[src/rtl/uart_pkg.sv]
// Shared definitions for the UART receive-side controller (and the TX side that reuses the FIFO).
//   - FSM state encoding of the RX controller
//   - bit offsets of the line-control fields inside the host config word; offsets are relative to
//     the top of the clock-divisor field, which always sits at cfgData[W-1:0]
//   - reset-default line configuration (8 data bits, no parity, mode 00, one stop bit)
//   - FIFO entry layout {break, parityError, data[8:0]}
package uart_pkg;

  typedef enum logic [2:0] {
    StApplyRst,
    StApplyWait,
    StIdle,
    StAck,
    StWaitClr
  } rxCtrlState_e;

  // Line-control fields above the divisor: {dataBits[1:0], hasParity, parityMode[1:0], extraStopBit}
  localparam int unsigned CfgExtraStopOfs  = 0;
  localparam int unsigned CfgParityModeOfs = 1;
  localparam int unsigned CfgHasParityOfs  = 3;
  localparam int unsigned CfgDataBitsOfs   = 4;
  localparam int unsigned CfgCtrlBits      = 6;

  localparam logic [1:0] RstDataBits     = 2'd3;
  localparam logic       RstHasParity    = 1'b0;
  localparam logic [1:0] RstParityMode   = 2'b00;
  localparam logic       RstExtraStopBit = 1'b0;

  localparam int unsigned FifoEntryWidth = 11;

  typedef struct packed {
    logic       brk;
    logic       parityError;
    logic [8:0] data;
  } rxEntry_t;

  function automatic rxEntry_t makeEntry(input logic brk, input logic parityError,
                                         input logic [8:0] data);
    rxEntry_t e;
    e.brk         = brk;
    e.parityError = parityError;
    e.data        = data;
    return e;
  endfunction

endpackage

[src/rtl/uart_rx_ctrl_if.sv]
// Host/receiver-facing signal bundle of uart_rx_ctrl.
//   master : the controller (drives config outputs, rxAck, FIFO head, status)
//   slave  : the environment (host + receiver datapath)
// Signals:
//   cfgWe/cfgData/cfgBusy                      host config write and apply-in-progress flag
//   rxRst, rxDataBits..rxClockDivisor          reset and applied config towards the receiver
//   rxData/rxDataReceived/rxParityError/rxBreak/rxOverflow/rxAck   receiver frame handshake
//   outData/outValid/outReady/fifoCount        FIFO head towards the host
//   stickyOverflow/stickyParity/statusClear    sticky status
interface uart_rx_ctrl_if #(
  parameter int unsigned CLOCK_DIVISOR_WIDTH = 24,
  parameter int unsigned FIFO_DEPTH_LOG2     = 3
);
  import uart_pkg::*;

  logic                                       cfgWe;
  logic [CLOCK_DIVISOR_WIDTH+CfgCtrlBits-1:0] cfgData;
  logic                                       cfgBusy;

  logic                           rxRst;
  logic [1:0]                     rxDataBits;
  logic                           rxHasParity;
  logic [1:0]                     rxParityMode;
  logic                           rxExtraStopBit;
  logic [CLOCK_DIVISOR_WIDTH-1:0] rxClockDivisor;

  logic [8:0] rxData;
  logic       rxDataReceived;
  logic       rxParityError;
  logic       rxBreak;
  logic       rxOverflow;
  logic       rxAck;

  logic [FifoEntryWidth-1:0]  outData;
  logic                       outValid;
  logic                       outReady;
  logic [FIFO_DEPTH_LOG2:0]   fifoCount;

  logic stickyOverflow;
  logic stickyParity;
  logic statusClear;

  modport master (
    input  cfgWe, cfgData, rxData, rxDataReceived, rxParityError, rxBreak, rxOverflow,
           outReady, statusClear,
    output cfgBusy, rxRst, rxDataBits, rxHasParity, rxParityMode, rxExtraStopBit,
           rxClockDivisor, rxAck, outData, outValid, fifoCount, stickyOverflow, stickyParity
  );

  modport slave (
    output cfgWe, cfgData, rxData, rxDataReceived, rxParityError, rxBreak, rxOverflow,
           outReady, statusClear,
    input  cfgBusy, rxRst, rxDataBits, rxHasParity, rxParityMode, rxExtraStopBit,
           rxClockDivisor, rxAck, outData, outValid, fifoCount, stickyOverflow, stickyParity
  );

endinterface

[src/rtl/uart_sync_fifo.sv]
// Synchronous FIFO, 2**DEPTH_LOG2 entries of WIDTH bits, with occupancy count.
//   clk, rst      clock, asynchronous active-high reset (empties the FIFO)
//   push/pushData write request; accepted when not full, or when full and a pop happens too
//   pop/popData   read request; ignored when empty. popData is the head, meaningful when !empty
//   empty/full    occupancy flags
//   count         occupancy, DEPTH_LOG2+1 bits
module uart_sync_fifo #(
  parameter int unsigned WIDTH      = 11,
  parameter int unsigned DEPTH_LOG2 = 3
) (
  input  logic                  clk,
  input  logic                  rst,
  input  logic                  push,
  input  logic [WIDTH-1:0]      pushData,
  input  logic                  pop,
  output logic [WIDTH-1:0]      popData,
  output logic                  empty,
  output logic                  full,
  output logic [DEPTH_LOG2:0]   count
);

  localparam int unsigned Depth = 1 << DEPTH_LOG2;
  localparam int unsigned CntW  = DEPTH_LOG2 + 1;

  logic [WIDTH-1:0]      mem [Depth];
  logic [DEPTH_LOG2-1:0] wrPtrQ;
  logic [DEPTH_LOG2-1:0] rdPtrQ;
  logic [DEPTH_LOG2:0]   countQ;
  logic                  doPush;
  logic                  doPop;

  always_comb begin
    doPop  = pop && !empty;
    // A full FIFO still accepts a write when the head leaves in the same cycle.
    doPush = push && (!full || doPop);
  end

  // Pointers wrap naturally modulo the depth.
  always_ff @(posedge clk or posedge rst) begin
    if (rst) begin
      wrPtrQ <= '0;
      rdPtrQ <= '0;
      countQ <= '0;
    end else begin
      if (doPush) wrPtrQ <= wrPtrQ + 1'b1;
      if (doPop)  rdPtrQ <= rdPtrQ + 1'b1;
      case ({doPush, doPop})
        2'b10:   countQ <= countQ + 1'b1;
        2'b01:   countQ <= countQ - 1'b1;
        default: countQ <= countQ;
      endcase
    end
  end

  // Storage carries no reset; entries are only observable through a valid count.
  always_ff @(posedge clk) begin
    if (doPush) mem[wrPtrQ] <= pushData;
  end

  assign popData = mem[rdPtrQ];
  assign empty   = (countQ == '0);
  assign full    = (countQ == CntW'(Depth));
  assign count   = countQ;

endmodule

[src/rtl/uart_rx_ctrl.sv]
// Controller between the UART receiver datapath and a host.
//   - Host config is written into a shadow register and only reaches the receiver through a
//     two-cycle receiver reset (APPLY_RST, APPLY_WAIT), so the receiver never sees a config change
//     mid-frame.
//   - Every received frame is acknowledged exactly once and pushed, with its break and parity flags,
//     into an 8-entry FIFO; a frame arriving with the FIFO full (and not popping) is dropped.
//   - Sticky overflow/parity status, cleared by statusClear (a set in the same cycle wins).
// Ports:
//   clk, rst   system clock, asynchronous active-high reset
//   bus        uart_rx_ctrl_if master modport (host config, receiver handshake, FIFO head, status)
module uart_rx_ctrl import uart_pkg::*; #(
  parameter int unsigned CLOCK_DIVISOR_WIDTH = 24,
  parameter int unsigned FIFO_DEPTH_LOG2     = 3
) (
  input  logic           clk,
  input  logic           rst,
  uart_rx_ctrl_if.master bus
);

  localparam int unsigned W    = CLOCK_DIVISOR_WIDTH;
  localparam int unsigned CfgW = W + CfgCtrlBits;

  localparam logic [CfgW-1:0] RstCfg = {RstDataBits, RstHasParity, RstParityMode,
                                        RstExtraStopBit, {W{1'b0}}};

  rxCtrlState_e    stateQ;
  logic [CfgW-1:0] shadowCfgQ;
  logic [CfgW-1:0] appliedCfgQ;
  logic            rxRstQ;
  logic            cfgBusyQ;
  logic            rxAckQ;
  logic            stickyOvfQ;
  logic            stickyParQ;

  logic     fifoPush;
  logic     fifoPop;
  logic     fifoEmpty;
  logic     fifoFull;
  logic     dropFrame;
  rxEntry_t pushEntry;
  rxEntry_t headEntry;

  // ---------------------------------------------------------------------------------------------
  // Controller FSM. Outputs are registered and loaded with the value belonging to the state being
  // entered, so rxRst/cfgBusy are high exactly while the FSM sits in APPLY_RST/APPLY_WAIT and rxAck
  // is high exactly while it sits in ACK. cfgBusy resets to 0 even though reset enters APPLY_RST;
  // cfgWe is ignored outside IDLE anyway.
  // ---------------------------------------------------------------------------------------------
  always_ff @(posedge clk or posedge rst) begin
    if (rst) begin
      stateQ      <= StApplyRst;
      shadowCfgQ  <= RstCfg;
      appliedCfgQ <= RstCfg;
      rxRstQ      <= 1'b1;
      cfgBusyQ    <= 1'b0;
      rxAckQ      <= 1'b0;
    end else begin
      rxAckQ <= 1'b0;
      case (stateQ)
        StApplyRst: begin
          appliedCfgQ <= shadowCfgQ;
          rxRstQ      <= 1'b1;
          cfgBusyQ    <= 1'b1;
          stateQ      <= StApplyWait;
        end
        StApplyWait: begin
          rxRstQ   <= 1'b0;
          cfgBusyQ <= 1'b0;
          stateQ   <= StIdle;
        end
        StIdle: begin
          // A config write wins over a pending frame; the receiver reset discards that frame.
          if (bus.cfgWe) begin
            shadowCfgQ <= bus.cfgData;
            rxRstQ     <= 1'b1;
            cfgBusyQ   <= 1'b1;
            stateQ     <= StApplyRst;
          end else if (bus.rxDataReceived) begin
            rxAckQ <= 1'b1;
            stateQ <= StAck;
          end
        end
        StAck: begin
          stateQ <= StWaitClr;
        end
        StWaitClr: begin
          // The receiver keeps its valid level up until it sees the ack; never ack twice.
          if (!bus.rxDataReceived) stateQ <= StIdle;
        end
        default: begin
          rxRstQ   <= 1'b1;
          cfgBusyQ <= 1'b1;
          stateQ   <= StApplyRst;
        end
      endcase
    end
  end

  // ---------------------------------------------------------------------------------------------
  // Frame capture into the FIFO during ACK. A full FIFO still takes the frame when the host pops in
  // the same cycle; otherwise the frame is dropped and flagged as overflow.
  // ---------------------------------------------------------------------------------------------
  always_comb begin
    pushEntry = makeEntry(bus.rxBreak, bus.rxParityError, bus.rxData);
    fifoPop   = bus.outReady && !fifoEmpty;
    fifoPush  = 1'b0;
    dropFrame = 1'b0;
    if (stateQ == StAck) begin
      if (!fifoFull || fifoPop) fifoPush  = 1'b1;
      else                      dropFrame = 1'b1;
    end
  end

  uart_sync_fifo #(
    .WIDTH      (FifoEntryWidth),
    .DEPTH_LOG2 (FIFO_DEPTH_LOG2)
  ) u_fifo (
    .clk      (clk),
    .rst      (rst),
    .push     (fifoPush),
    .pushData (pushEntry),
    .pop      (fifoPop),
    .popData  (headEntry),
    .empty    (fifoEmpty),
    .full     (fifoFull),
    .count    (bus.fifoCount)
  );

  // ---------------------------------------------------------------------------------------------
  // Sticky status: a set condition in the same cycle as statusClear keeps the bit set.
  // ---------------------------------------------------------------------------------------------
  always_ff @(posedge clk or posedge rst) begin
    if (rst) begin
      stickyOvfQ <= 1'b0;
      stickyParQ <= 1'b0;
    end else begin
      if (bus.rxOverflow || dropFrame) stickyOvfQ <= 1'b1;
      else if (bus.statusClear)        stickyOvfQ <= 1'b0;

      if (fifoPush && bus.rxParityError) stickyParQ <= 1'b1;
      else if (bus.statusClear)          stickyParQ <= 1'b0;
    end
  end

  // ---------------------------------------------------------------------------------------------
  // Outputs
  // ---------------------------------------------------------------------------------------------
  assign bus.cfgBusy        = cfgBusyQ;
  assign bus.rxRst          = rxRstQ;
  assign bus.rxAck          = rxAckQ;
  assign bus.rxClockDivisor = appliedCfgQ[W-1:0];
  assign bus.rxExtraStopBit = appliedCfgQ[W+CfgExtraStopOfs];
  assign bus.rxParityMode   = appliedCfgQ[W+CfgParityModeOfs +: 2];
  assign bus.rxHasParity    = appliedCfgQ[W+CfgHasParityOfs];
  assign bus.rxDataBits     = appliedCfgQ[W+CfgDataBitsOfs +: 2];
  assign bus.outData        = headEntry;
  assign bus.outValid       = !fifoEmpty;
  assign bus.stickyOverflow = stickyOvfQ;
  assign bus.stickyParity   = stickyParQ;

endmodule
[src/flat_wrapper.sv]
// flat-port wrapper written by rule: the top's interface ports become plain ports
module uart_rx_ctrl_flat import uart_pkg::*;
#(
  parameter int unsigned CLOCK_DIVISOR_WIDTH = 24,
  parameter int unsigned FIFO_DEPTH_LOG2     = 3
)
  (clk, rst, bus_cfgWe, bus_cfgData, bus_rxData, bus_rxDataReceived, bus_rxParityError, bus_rxBreak, bus_rxOverflow, bus_outReady, bus_statusClear, bus_cfgBusy, bus_rxRst, bus_rxDataBits, bus_rxHasParity, bus_rxParityMode, bus_rxExtraStopBit, bus_rxClockDivisor, bus_rxAck, bus_outData, bus_outValid, bus_fifoCount, bus_stickyOverflow, bus_stickyParity);
  uart_rx_ctrl_if #(.CLOCK_DIVISOR_WIDTH(CLOCK_DIVISOR_WIDTH), .FIFO_DEPTH_LOG2(FIFO_DEPTH_LOG2)) bus_i ();
  input  logic clk;
  input  logic rst;
  input wire logic [$bits(bus_i.cfgWe)-1:0] bus_cfgWe;
  input wire logic [$bits(bus_i.cfgData)-1:0] bus_cfgData;
  input wire logic [$bits(bus_i.rxData)-1:0] bus_rxData;
  input wire logic [$bits(bus_i.rxDataReceived)-1:0] bus_rxDataReceived;
  input wire logic [$bits(bus_i.rxParityError)-1:0] bus_rxParityError;
  input wire logic [$bits(bus_i.rxBreak)-1:0] bus_rxBreak;
  input wire logic [$bits(bus_i.rxOverflow)-1:0] bus_rxOverflow;
  input wire logic [$bits(bus_i.outReady)-1:0] bus_outReady;
  input wire logic [$bits(bus_i.statusClear)-1:0] bus_statusClear;
  output wire logic [$bits(bus_i.cfgBusy)-1:0] bus_cfgBusy;
  output wire logic [$bits(bus_i.rxRst)-1:0] bus_rxRst;
  output wire logic [$bits(bus_i.rxDataBits)-1:0] bus_rxDataBits;
  output wire logic [$bits(bus_i.rxHasParity)-1:0] bus_rxHasParity;
  output wire logic [$bits(bus_i.rxParityMode)-1:0] bus_rxParityMode;
  output wire logic [$bits(bus_i.rxExtraStopBit)-1:0] bus_rxExtraStopBit;
  output wire logic [$bits(bus_i.rxClockDivisor)-1:0] bus_rxClockDivisor;
  output wire logic [$bits(bus_i.rxAck)-1:0] bus_rxAck;
  output wire logic [$bits(bus_i.outData)-1:0] bus_outData;
  output wire logic [$bits(bus_i.outValid)-1:0] bus_outValid;
  output wire logic [$bits(bus_i.fifoCount)-1:0] bus_fifoCount;
  output wire logic [$bits(bus_i.stickyOverflow)-1:0] bus_stickyOverflow;
  output wire logic [$bits(bus_i.stickyParity)-1:0] bus_stickyParity;
  assign bus_i.cfgWe = bus_cfgWe;
  assign bus_i.cfgData = bus_cfgData;
  assign bus_i.rxData = bus_rxData;
  assign bus_i.rxDataReceived = bus_rxDataReceived;
  assign bus_i.rxParityError = bus_rxParityError;
  assign bus_i.rxBreak = bus_rxBreak;
  assign bus_i.rxOverflow = bus_rxOverflow;
  assign bus_i.outReady = bus_outReady;
  assign bus_i.statusClear = bus_statusClear;
  assign bus_cfgBusy = bus_i.cfgBusy;
  assign bus_rxRst = bus_i.rxRst;
  assign bus_rxDataBits = bus_i.rxDataBits;
  assign bus_rxHasParity = bus_i.rxHasParity;
  assign bus_rxParityMode = bus_i.rxParityMode;
  assign bus_rxExtraStopBit = bus_i.rxExtraStopBit;
  assign bus_rxClockDivisor = bus_i.rxClockDivisor;
  assign bus_rxAck = bus_i.rxAck;
  assign bus_outData = bus_i.outData;
  assign bus_outValid = bus_i.outValid;
  assign bus_fifoCount = bus_i.fifoCount;
  assign bus_stickyOverflow = bus_i.stickyOverflow;
  assign bus_stickyParity = bus_i.stickyParity;
  uart_rx_ctrl #(.CLOCK_DIVISOR_WIDTH(CLOCK_DIVISOR_WIDTH), .FIFO_DEPTH_LOG2(FIFO_DEPTH_LOG2)) u_core (.clk(clk), .rst(rst), .bus(bus_i));
endmodule
[config.mk]
export PLATFORM = sky130hd
export DESIGN_NAME = uart_rx_ctrl_flat
export DESIGN_NICKNAME = d
export VERILOG_FILES = /design/src/rtl/uart_pkg.sv /design/src/rtl/uart_rx_ctrl_if.sv /design/src/rtl/uart_sync_fifo.sv /design/src/rtl/uart_rx_ctrl.sv /design/src/flat_wrapper.sv
export SDC_FILE = /design/constraint.sdc
export NUM_CORES = 1
export LEC_CHECK = 0
export BUFFER_PORTS_ARGS = -buffer_cell sky130_fd_sc_hd__buf_2
export CELL_PAD_IN_SITES_DETAIL_PLACEMENT = 0
export CELL_PAD_IN_SITES_GLOBAL_PLACEMENT = 1
export CORE_MARGIN = 10
export CORE_UTILIZATION = 30
export DETAILED_ROUTE_END_ITERATION = 8
export GPL_ROUTABILITY_DRIVEN = 0
export PLACE_DENSITY_LB_ADDON = 0.1
export SYNTH_ARGS = -nofsm -noshare
export SYNTH_HDL_FRONTEND = slang
export SYNTH_SLANG_ARGS = --single-unit
[constraint.sdc]
create_clock -name clk -period 2.8 [get_ports clk]
set_input_delay 0.28 -clock clk [delete_from_list [all_inputs] [get_ports clk]]
set_output_delay 0.28 -clock clk [all_outputs]
set_load 0.05 [all_outputs]
* Word-level counts from Yosys, hierarchy flattened
Memory sizes are Yosys's and may differ from the RTL's.
Index checks and enable logic that the tools add are counted.
** Storage, ports and cells
- Memories kept :: 1
- Output and inout bits :: 51
- ROM bits :: 0
- Flip-flop bits (word level) :: 78
- Latch bits :: 0
- Word-level logic and storage cells :: 64
- RAM bits :: 88
** Memories
- u_core.u_fifo.mem :: words 8, bits a word 11, rd ports 1, clocked after memory_dff 0, wr ports 1, line uart_sync_fifo.sv:25 : logic [WIDTH-1:0] mem [Depth];
** Operators by class
- Eq/ne operators :: 10
- Div/mod/pow operators :: 0
- Shift-type cells :: 0
- Add/sub/neg operators :: 4
- Reductions and logical operators :: 18
- Mux-type cells :: 19
- Magnitude comparators :: 0
- $mul :: 0
- Bitwise operators :: 1
** Operators by type and width (count)
- one-hot mux 3 bit (5 select lines) :: 1
- two-way mux 1 bit :: 13
- two-way mux 3 bit :: 3
- one-hot mux 4 bit (2 select lines) :: 1
- adder 3 x 1 -> 3 bit, second input constant :: 2
- equality test 3 x 2 -> 1 bit, second input constant :: 2
- AND reduction 2 bit :: 3
- nonzero test 2 bit :: 3
- adder 4 x 1 -> 4 bit, second input constant :: 1
- equality test 4 bit, second input constant :: 1
- logical AND 1 bit :: 4
- logical NOT 4 bit :: 1
- inequality test 2 bit, second input constant :: 2
- subtractor 4 x 1 -> 4 bit, second input constant :: 1
- equality test 3 x 1 -> 1 bit, second input constant :: 1
- equality test 3 bit, second input constant :: 1
- logical NOT 3 bit :: 1
- logical OR 1 bit :: 3
- inequality test 3 bit, second input constant :: 1
- one-hot mux 1 bit (3 select lines) :: 1
- equality test 2 x 1 -> 1 bit, second input constant :: 1
- equality test 2 bit, second input constant :: 1
- logical NOT 1 bit :: 2
- OR reduction 2 bit :: 1
- inverter 1 bit :: 1

* Logic depth before layout (Yosys ltp)
Gate-level depths: netlist of run 1.
- Depth in word-level cells :: 9
- Depth in mapped cells :: 10

* Hierarchy
Synthesis of run 1 repeated with hierarchy kept, for this count alone.
** Second synthesis, totals
- Cell total of the unflattened synthesis :: 365
- Area total of the unflattened synthesis :: 6618.8 um2
** Modules (own cells, without submodules)
- uart_sync_fifo :: cells each 199, area an instance 3983.8 um2, times used 1
- uart_rx_ctrl :: cells each 166, area an instance 2635.0 um2, times used 1

* Worst setup path before layout of run 1
OpenSTA, ideal clock, no wires.
- Path kind :: reg2reg
- Start :: register u_core.u_fifo.countQ[1] (netlist: u_core.u_fifo.count[1])
- End :: register u_core.u_fifo.countQ[3] (netlist: u_core.u_fifo.count[3])
- Path buffers :: 2
- Period minus slack after synthesis :: 2970 ps
- Slack :: -170 ps
- Required time :: 2710 ps
- Data arrival time :: 2880 ps
- Stages on the path, launching flop included :: 10
- Path through :: dfrtp_1 buf_6 or4_4 nand2_1 inv_1 ha_1 clkbuf_1 or4b_2 a21o_1 o221ai_1
** On the way
- Elaborated cells between the ends (all ways) :: 17
- Classes of those cells :: 2 x add/sub; 3 x eq/ne; 3 x mux; 9 x reduce/logical
** RTL lines
- start, declared :: line uart_sync_fifo.sv:28 : logic [DEPTH_LOG2:0] countQ;
- start signal, assigned :: line uart_sync_fifo.sv:48 : 2'b10: countQ <= countQ + 1'b1;
- start signal, assigned :: line uart_sync_fifo.sv:49 : 2'b01: countQ <= countQ - 1'b1;
- start signal, assigned :: line uart_sync_fifo.sv:50 : default: countQ <= countQ;
- logical NOT 4 bit * :: line uart_sync_fifo.sv:61 : assign empty = (countQ == '0);
- logical NOT 1 bit *
- net bus_outValid :: line flat_wrapper.sv:29 : output wire logic [$bits(bus_i.outValid)-1:0] bus_outValid;
- logical AND 1 bit :: line uart_rx_ctrl.sv:105 : fifoPop = bus.outReady && !fifoEmpty;
- logical AND 1 bit * :: line uart_sync_fifo.sv:33 : doPop = pop && !empty;
- net u_core.u_fifo.doPop :: line uart_sync_fifo.sv:30 : logic doPop;
- logical OR 1 bit :: line uart_sync_fifo.sv:35 : doPush = push && (!full || doPop);
- logical AND 1 bit :: line uart_sync_fifo.sv:35
- equality test 2 x 1 -> 1 bit / equality test 2 bit (equally long branches) :: line uart_sync_fifo.sv:47 : case ({doPush, doPop})
- one-hot mux 4 bit (2 select lines) / nonzero test 2 bit (equally long branches)
Mark *: on every way through the listed nets, which the timed path passes. The rest lies on a longest branch.
A chain may end at the register's enable or synchronous reset.

* Worst setup path in the final report of run 1
- Start :: register u_core.u_fifo.rdPtrQ[0]
- End :: output bus_outData[9]
** On the way
- Cells in the longest elaborated chain, start to end :: 1
** RTL lines
- start, declared :: line uart_sync_fifo.sv:27 : logic [DEPTH_LOG2-1:0] rdPtrQ;
- start signal, assigned :: line uart_sync_fifo.sv:46 : if (doPop) rdPtrQ <= rdPtrQ + 1'b1;
- memory read (8 x 11 bit)
- end, declared :: line flat_wrapper.sv:28 : output wire logic [$bits(bus_i.outData)-1:0] bus_outData;
Every way passes these cells.

==> run summary, run 1 <==
The portion of the post-synthesis area used by sequential elements is 0.691. The number of placement rows is 54. The largest incremental delay on the critical path came out at 0.58 ns. For this configuration, the core starts out at a cell density of 0.305. The number of gates resized after CTS came out at 0. Walking the worst path, the cells encountered are buf_12, mux4_1, mux2_2, buf_2. STA classifies the critical path endpoint as a primary output. The setup violation total in the final timing report is 0. The H-tree level count came out at 4.

The detailed router placed 3473 vias in this run. The path class of the tightest hold or removal check is input port to flip-flop. The number of design-rule violations left by the first detailed-router iteration came out at 163.

In this design, the largest share of critical-path delay is due to multiplexers. The clock-pin slew reported for the worst setup and hold paths after clock tree synthesis came out at 0.07 ns. The total clock buffers created by CTS came out at 17. The count of nets left with antenna violations once routing finished came out at 0. Of all nets on the critical path, the largest fanout is 22. The element type at the critical path start is a flip-flop. The required time of the critical path came out at 2.52 ns.

The wire length per cell came out at 18.8 µm. The design area came out at 8140 µm². The worst hold path passes through 2 cells.

The die extent in y came out at 169 µm. For this design the ratio of total power to cell area is 1250 nW/µm². In this run the clock root is driven by a sky130_fd_sc_hd__clkbuf_16.

The post-route setup TNS came out at 0 ns. The data arrival at the endpoint of the critical path is 2.20 ns. The number of remaining DRC errors came out at 0. The clock passes through at most 2 buffers. The prevailing post-synth register cell is sky130_fd_sc_hd__edfxtp_1. The routed design has 14300 µm of wire.

The post-synthesis cell type count is 45. The maximum vdd ir drop is 0.624 mV. In this run the worst setup path begins at u_core.u_fifo.rdPtrQ[0]$_DFFE_PP0P_. The fraction of final layout cells with drive strength greater than 1 is 0.495. The total routing usage reported by global routing is 0.103. Counting every sink on the clock net gives 166. The clock arrives with 0.0105 ns of skew.

The number of inserted filler cells in the final layout came out at 2064. The number of storage elements in the synthesis netlist is 166. The worst pin sits at a relative slew slack of 0.548. The placement-stage cell area is 7560 µm². The number of warning messages in the yosys log is 0.

The later pin in the worst-skew pair is clocked with a latency of 0.42 ns. The final critical delay including setup and external delays is 2.48 ns. The startpoint of the most critical register-to-register path is u_core.u_fifo.count[0]$_DFFE_PP0P_. The placed wire-length estimate came out at 9190 µm.

Once routing completed, OpenROAD measured the worst setup slack at 0.322 ns. In the finished design, the share of the clock period the worst path needs comes to 0.885. The number of top-level pins came out at 99.

The worst setup slack for register-to-register paths came out at 0.36 ns. After synthesis, the share of flip-flops with an asynchronous set or reset is 0.470. The die footprint came out at 28500 µm². The worst hold path begins at bus_rxOverflow. Together, buffers and inverters on the worst path number 2. The number of hold-slack violations in the final timing report is 0. The first-pass iteration count of the detailed router is 4.

The worst setup path is of the flip-flop to primary output kind. The via count of the first global-routing pass came out at 3847. Setup repair after global routing left no endpoint under its margin. The core occupancy in the finished layout came out at 0.373.

TritonCTS built the clock tree. Before CTS, the worst setup slack after placement is 0.366 ns. The final net count came out at 519. The endpoint identified for the worst register-to-register timing path is u_core.u_fifo.count[3]$_DFFE_PP0P_. The flow ran to the end, and the final reports show no timing, DRC or antenna violations. The peak clock frequency supported by timing came out at 404 MHz. The cell area that synthesis handed to floorplanning was 6660 µm². The average footprint of a synthesized cell is 19.0 µm².

The path with the worst hold slack has its endpoint at u_core.bus.stickyOverflow$_DFFE_PP0P_. The maximum number of pins on one net before global-route repair came out at 79. The wire length of the first global-routing pass came out at 22400 µm. The leakage power came out at 3.18 nW. The initial antenna violation count is 3.

Max-cap violations in this run came to 0. The overall power after layout came out at 10.1 mW. The number of stages on the worst setup path is 4. Measured along the x axis, the die boundary spans 169 µm. From synthesis to final layout, the design area changed by 22.3%. The worst register-to-register path has a depth of 6.

The final-report max-slew violation count came out at 0. For this design, the slowest cell found on the critical path is sky130_fd_sc_hd__mux4_1. After detailed routing, the number of vias per cell comes to 4.56. The number of port buffers is 98. The total congestion overflow after global routing is 0. The worst-margin pin slew is 0.678 ns.

The number of enable-type register cells in the synthesized netlist is 88. The core region is 21800 µm². The net count after synthesis came out at 404. The synthesized instance count came out at 351.
-- report_power, final --
group,internal (mW),switching [mW]
sequential,3.27,0.457
combinational,1.61,2.56
clock,1.24,1.00
-- per-layer routing --
layer  global-route usage  routed length [µm]  part of all wire
met3               0.0542                1180             0.083
met2                0.170                7060              0.49
met4               0.0273                 121            0.0085
met5                    0                   9           0.00063
met1                0.113                5910              0.41
-- worst max path at each step --
stage / to / slack, ns
floorplan: u_core.u_fifo.count[3]$_DFFE_PP0P_ / 0.05
global placement: u_core.u_fifo.count[3]$_DFFE_PP0P_ / 0.44
detailed placement: u_core.u_fifo.count[3]$_DFFE_PP0P_ / 0.37
CTS: bus_outData[9] / 0.29
global route: u_core.u_fifo.count[3]$_DFFE_PP0P_ / 0.20
finish: bus_outData[9] / 0.32
-- synth_stat cells (2+ instances only) --
cell | count | area (µm²)
sky130_fd_sc_hd__buf_6 | 4 | 45.0
sky130_fd_sc_hd__nor2_1 | 7 | 26.3
sky130_fd_sc_hd__nand2b_1 | 6 | 37.5
sky130_fd_sc_hd__clkbuf_1 | 4 | 15.0
sky130_fd_sc_hd__mux4_1 | 21 | 552
sky130_fd_sc_hd__o21a_1 | 3 | 22.5
sky130_fd_sc_hd__buf_2 | 9 | 45.0
sky130_fd_sc_hd__o22a_1 | 2 | 17.5
sky130_fd_sc_hd__xnor2_1 | 6 | 52.6
sky130_fd_sc_hd__dfrtp_1 | 73 | 1830
sky130_fd_sc_hd__nor2b_1 | 2 | 12.5
sky130_fd_sc_hd__nor3_1 | 5 | 25.0
sky130_fd_sc_hd__a21o_1 | 2 | 15.0
sky130_fd_sc_hd__nand2_1 | 2 | 7.51
sky130_fd_sc_hd__ha_1 | 5 | 62.6
sky130_fd_sc_hd__o211ai_1 | 2 | 15.0
sky130_fd_sc_hd__edfxtp_1 | 88 | 2640
sky130_fd_sc_hd__mux2_2 | 73 | 822
sky130_fd_sc_hd__inv_1 | 6 | 22.5
sky130_fd_sc_hd__mux2i_1 | 2 | 20.0
sky130_fd_sc_hd__dfstp_2 | 5 | 131
-- through the flow --
stage               instances  hold slack [ns]
floorplan                 351            0.379
global placement          726            0.391
detailed placement        726            0.397
CTS                       759           0.0648
global route              759           0.0700
finish                    761           0.0729
-- state kept, by name, summed over array words and instances (netlist names) --
register and cells:
u_core.u_fifo.rdPtrQ 3, u_core.bus.stickyParity 1, u_core.u_fifo.mem 88, u_core.bus.rxRst 1
u_core.u_fifo.wrPtrQ 3, u_core.bus.stickyOverflow 1, u_core.bus.cfgBusy 1, u_core.appliedCfgQ 30
u_core.bus.rxAck 1, u_core.u_fifo.count 4, u_core.stateQ 3, u_core.shadowCfgQ 30
-- worst reg2reg max path, delay by kind of cell (launching register included) --
kind / cells / cell delay, ns
flip-flops: 1 / 0.46
adder cells (fa/ha/maj): 1 / 0.30
AO/OA/AOI/OAI: 3 / 0.70
AND/OR/NAND/NOR: 2 / 0.85
-- cell type report --
type                            count  area, µm²  area share
Sequential cell                   166       4600       0.566
Multi-Input combinational cell    162       1960       0.241
Timing Repair Buffer              113        631      0.0775
Clock buffer                       17        425      0.0523
Tap cell                          280        350      0.0430
Clock inverter                     15        141      0.0174
Inverter                            6       23.8     0.00292
Antenna cell                        2       5.00    0.000615
-- kinds of logic (layout without fill, tap and decap cells) --
kind of cell	after synthesis	count (layout)	share of synthesized area
muxes	98	98	0.215
adders and majority gates	5	5	0.00940
xor gates and xnor gates	7	7	0.00921
DFF	166	166	0.691
other	0	2	0
and+or+nand+nor	33	33	0.0310
buffers and inverters	23	151	0.0192
AOI/OAI and AO/OA	19	19	0.0250
-- placed cells by master (no fill, tap or decap), types with 4 or more instances in the layout --
cell                          n
sky130_fd_sc_hd__nor2_1       7
sky130_fd_sc_hd__dfrtp_1     71
sky130_fd_sc_hd__inv_1        4
sky130_fd_sc_hd__clkbuf_16   17
sky130_fd_sc_hd__clkinvlp_4   4
sky130_fd_sc_hd__nand2b_1     6
sky130_fd_sc_hd__edfxtp_1    88
sky130_fd_sc_hd__ha_1         4
sky130_fd_sc_hd__buf_2       98
sky130_fd_sc_hd__mux4_1      21
sky130_fd_sc_hd__mux2_2      73
sky130_fd_sc_hd__dfstp_2      5
sky130_fd_sc_hd__nor3_1       4
sky130_fd_sc_hd__inv_6        6
sky130_fd_sc_hd__buf_4       12
sky130_fd_sc_hd__xnor2_1      6
-- repair_timing --
item / 4_1_cts / 5_1_grt
hold buffers: 1 / 0
buffers inserted: 0 / 0
endpoints found under the hold margin: 73 / 0
No activity file was read; power rests on OpenSTA's default activity.
==> run 2, diff against run 1 <==
- ABC_AREA: not set -> 1
==> run 2 against run 1 <==
Against the previous run:
- largest cell class unchanged
- design area hardly changed
- routed wire length is 11% higher
- total power grew 2.4%
- synthesized cell count up 70%
- combinational power rose by 9.1%
- synthesized area is 1.1% higher
- global-route usage rose by 0.89 points
- first-iteration DRC count is 69% higher
- via count grew 26%
- clock power is essentially flat
- non-clock buffer count grew 4
- critical path depth grew 2
==> run summary, run 2 <==
The total routing usage reported by global routing came out at 0.112 (+0.00886). The average footprint of a synthesized cell is 11.3 µm² (-40%). The part of the power in registers came out at 0.342 (-0.026). The flip-flop count of the largest register, all copies and words added is 88 (unchanged). The number of port buffers is 98 (unchanged).

The depth of the worst hold-timing path came out at 2 (unchanged). The category of the worst setup path capture point is a primary output. The wire length per cell was 15.8 µm (-16%). The peak clock frequency supported by timing is 435 MHz (+7.9%). The setup violation total in the final timing report came out at 0 (unchanged). The number of inserted filler cells in the final layout came out at 2162 (+4.7%).

The placement-stage worst setup slack came out at 0.764 ns (+0.398 ns). The number of hold-slack violations in the final timing report is 0 (unchanged). The worst setup slack for register-to-register paths came out at 0.76 ns (+0.40 ns).

The total wire length came out at 15800 µm (+11%). The placed wire-length estimate came to 10200 µm (+11%). The final antenna-violating net count came out at 0 (unchanged).

The die extent in y came out at 170 µm (+0.50%). The final setup skew came to 0.0152 ns (+0.00464 ns). The post-route setup TNS is 0 ns (unchanged). TritonCTS built the clock tree. The H-tree level count was 4 (unchanged). The combined area of all synthesized cells is 6730 µm² (+1.1%). The most common cell in the netlist is sky130_fd_sc_hd__nor2_1. The via total after detailed routing came to 4390 (+26%).

The initial antenna violation count was 1 (-2). The final critical delay including setup and external delays came out at 2.30 ns (-0.181 ns). The via count of the first global-routing pass is 4537 (+18%). The count of buffers added by post-CTS timing repair for setup is 0 (unchanged). The relative contribution of combinational cells to total power is 0.439 (+0.028).

The path type of the worst min-delay path is input port to flip-flop. The net switching power of the design is 4.63 mW (+15%). The relative max-transition margin is 0.516 (-0.0323).

The TritonCTS sink count is 166 (unchanged). The number of vias per cell after detailed routing is 4.40 (-3.6%). The clock-pin slew reported for the worst setup and hold paths after clock tree synthesis came out at 0.07 ns (about the same).

The share of synthesized flip-flops with an asynchronous set or reset came out at 0.470 (unchanged). The hold path startpoint is bus_cfgData[1]. The final net count is 758 (+46%). The commonest non-fill, non-tap cell in the layout is sky130_fd_sc_hd__nor2_1. For hold timing, the worst endpoint is u_core.shadowCfgQ[1]$_DFFE_PP0P_. The maximum number of pins on one net before global-route repair came out at 52 (-34%). The starting density of the core is 0.307 (+0.00160). The share of power burned in the clock network is 0.219 (-0.002).

Traced cell by cell, the critical path runs through buf_4, o21ai_0, o21ai_0, nand2_1, nand2_1, buf_2. The maximum vdd ir drop came to 0.536 mV (-14%). The period utilization came out at 0.821 (-0.0645). The leading area contributor after synthesis is sky130_fd_sc_hd__edfxtp_1. Setup repair after global routing left no endpoint under its margin. The total clock buffers created by CTS is 17 (unchanged). The number of enable-type register cells in the synthesized netlist is 88 (unchanged). The data arrival at the endpoint of the critical path came out at 2.02 ns (-0.18 ns). The flow ran to the end, and the final reports show no timing, DRC or antenna violations. The wire length of the first global-routing pass came out at 25000 µm (+11%). The required time of the critical path came out at 2.52 ns (about the same). The library cells used most frequently in the layout, excluding fill and tap cells, are sky130_fd_sc_hd__nor2_1, sky130_fd_sc_hd__buf_2, sky130_fd_sc_hd__nand2_1, sky130_fd_sc_hd__o21ai_0, sky130_fd_sc_hd__edfxtp_1.

The leakage power came out at 3.52 nW (+11%). The final-layout worst hold slack is 0.0886 ns (+0.0157 ns). The number of storage elements in the synthesis netlist came out at 166 (unchanged). The number of remaining DRC errors came out at 0 (unchanged). The worst setup path is launched from a flip-flop. Sorting the synthesized cells by how often they occur yields sky130_fd_sc_hd__nor2_1, sky130_fd_sc_hd__nand2_1, sky130_fd_sc_hd__o21ai_0. The most used flip-flop cell after synthesis is sky130_fd_sc_hd__edfxtp_1. The power density relative to cell area is 1270 nW/µm² (+2.3%). The number of design-rule violations left by the first detailed-router iteration was 275 (+69%). The portion of the post-synthesis area used by sequential elements is 0.683 (-0.00784). The highest fanout seen on the critical path was 44 (+100%). The core occupancy in the finished layout came to 0.371 (-0.00201).

The fraction of power spent switching nets came out at 0.446 (+0.0503). The library cell used as clock root buffer is sky130_fd_sc_hd__clkbuf_16. The worst reg-to-reg path cell count came to 11 (+5). The clock latency reported for the late side of the worst-skew pair is 0.42 ns (about the same).

The number of warning messages in the yosys log is 0 (unchanged). The first-pass iteration count of the detailed router is 4 (unchanged). The share of Yosys cell area claimed by the top area cell type came out at 0.392 (-0.00450). The area added between synthesis and finish is 21.0%.

The antenna diode count came out at 0 (-2). The worst register-to-register path ends at u_core.u_fifo.count[2]$_DFFE_PP0P_. The die footprint is 28800 µm² (+1.0%). The fraction of final layout cells with drive strength greater than 1 came to 0.272 (-0.223). The startpoint of the most critical register-to-register path is u_core.u_fifo.count[0]$_DFFE_PP0P_. The net count after synthesis is 648 (+60%). The largest registers in the layout are u_core.u_fifo.mem: 88 flops, u_core.appliedCfgQ: 30 flops, u_core.shadowCfgQ: 30 flops. The number of placement rows was 54 (unchanged).

The largest incremental delay on the critical path is 0.42 ns (-0.16 ns). The internal power of the cells is 5.75 mW (-6.2%). The number of top-level pins came out at 99 (unchanged). The width of the chip is 170 µm (+0.50%). The worst-margin pin slew was 0.724 ns (+0.0459 ns).

More flip-flops sit in one register than any other, and that register is u_core.u_fifo.mem. The placeable core region came out at 22000 µm² (+0.62%). The count of maximum capacitance violations came to 0 (unchanged). The largest buffer count on any clock path came out at 2 (unchanged). The final critical-path setup slack is 0.503 ns (+0.181 ns). The highest-delay cell along the critical path is sky130_fd_sc_hd__buf_4. The post-synthesis cell type count came out at 32 (-29%). The synthesized instance count is 595 (+70%). After synthesis, the cell types taking the most area are sky130_fd_sc_hd__edfxtp_1, sky130_fd_sc_hd__dfrtp_1, sky130_fd_sc_hd__o21ai_0.

The critical path class is flip-flop to primary output. The final-report max-slew violation count came out at 0 (unchanged). The total congestion overflow after global routing came out at 0 (unchanged).
[run 2: changes by cell type in the layout (fill, tap and decap cells not counted), moves of 21 or more]
| cell | before | now |
|---|---|---|
| sky130_fd_sc_hd__nor2_1 | 7 | 105 |
| sky130_fd_sc_hd__o21ai_0 | 0 | 89 |
| sky130_fd_sc_hd__nand2_1 | 1 | 89 |
| sky130_fd_sc_hd__mux2_2 | 73 | 11 |
| sky130_fd_sc_hd__inv_1 | 4 | 40 |
| sky130_fd_sc_hd__mux4_1 | 21 | 0 |
[run 2: timing repair]
item                                   4_1_cts  5_1_grt
resized for setup                            0        0
hold buffers                                 1        0
endpoints found under the hold margin       20        0
[run 2: layer usage]
layer  up-vias  GRT usage  wire length [µm]
met5         -          0                13
met4         2     0.0355                65
met3         6     0.0405               871
met2        74      0.176              7550
met1      2104      0.139              7310
li1       2204          -                 -
[run 2: how the worst max path moves through the flow]
stage,start,end
detailed placement,u_core.u_fifo.count[0]$_DFFE_PP0P_,u_core.u_fifo.count[2]$_DFFE_PP0P_
finish,u_core.u_fifo.rdPtrQ[1]$_DFFE_PP0P_,bus_outData[9]
global placement,u_core.u_fifo.count[0]$_DFFE_PP0P_,u_core.u_fifo.count[2]$_DFFE_PP0P_
global route,u_core.u_fifo.rdPtrQ[1]$_DFFE_PP0P_,bus_outData[0]
CTS,u_core.u_fifo.rdPtrQ[1]$_DFFE_PP0P_,bus_outData[0]
floorplan,u_core.u_fifo.count[0]$_DFFE_PP0P_,u_core.u_fifo.count[2]$_DFFE_PP0P_
[run 2: area by class of cell]
| cell class | instances | area, µm² | share of cell area |
|---|---|---|---|
| clock buffer | 19 | 455 | 0.0559 |
| timing repair buffer | 117 | 636 | 0.0780 |
| tap | 280 | 350 | 0.0430 |
| multi-input combinational | 359 | 1810 | 0.223 |
| sequential | 166 | 4600 | 0.565 |
| inverter | 44 | 171 | 0.0210 |
| clock inverter | 13 | 118 | 0.0144 |
[run 2: power groups by stage]
stage               logic, mW  registers [mW]  clock network [mW]
floorplan                2.60            4.51                   0
global placement         4.60            3.58                   0
detailed placement       4.66            3.59                   0
CTS                      4.66            3.56                2.36
global route             5.03            3.64                2.45
finish                   4.55            3.55                2.27
[run 2: through the flow]
step | total power, mW | std cells | area [µm²]
after CTS | 10.6 | 998 | 8150
after global routing | 11.1 | 998 | 8150
after floorplan | 7.10 | 595 | 6730
final | 10.4 | 998 | 8150
after detailed placement | 8.25 | 965 | 7560
after global placement | 8.18 | 965 | 7560
[run 2: critical path, delay by kind of cell (launching register included)]
kind / cells / cell delay, ns
buf+inv: 2 / 0.70
flops: 1 / 0.37
simple gates: 2 / 0.19
compound gates: 2 / 0.32
[run 2: logic make-up (layout without fill, tap and decap cells)]
family | after synthesis | after routing | share of synthesized area
muxes | 12 | 12 | 0.0206
buffers and inverters | 70 | 193 | 0.0472
DFF | 166 | 166 | 0.683
xor gates and xnor gates | 6 | 6 | 0.00781
adders and majority gates | 5 | 5 | 0.00929
and+or+nand+nor | 211 | 211 | 0.127
AOI/OAI and AO/OA | 125 | 125 | 0.104
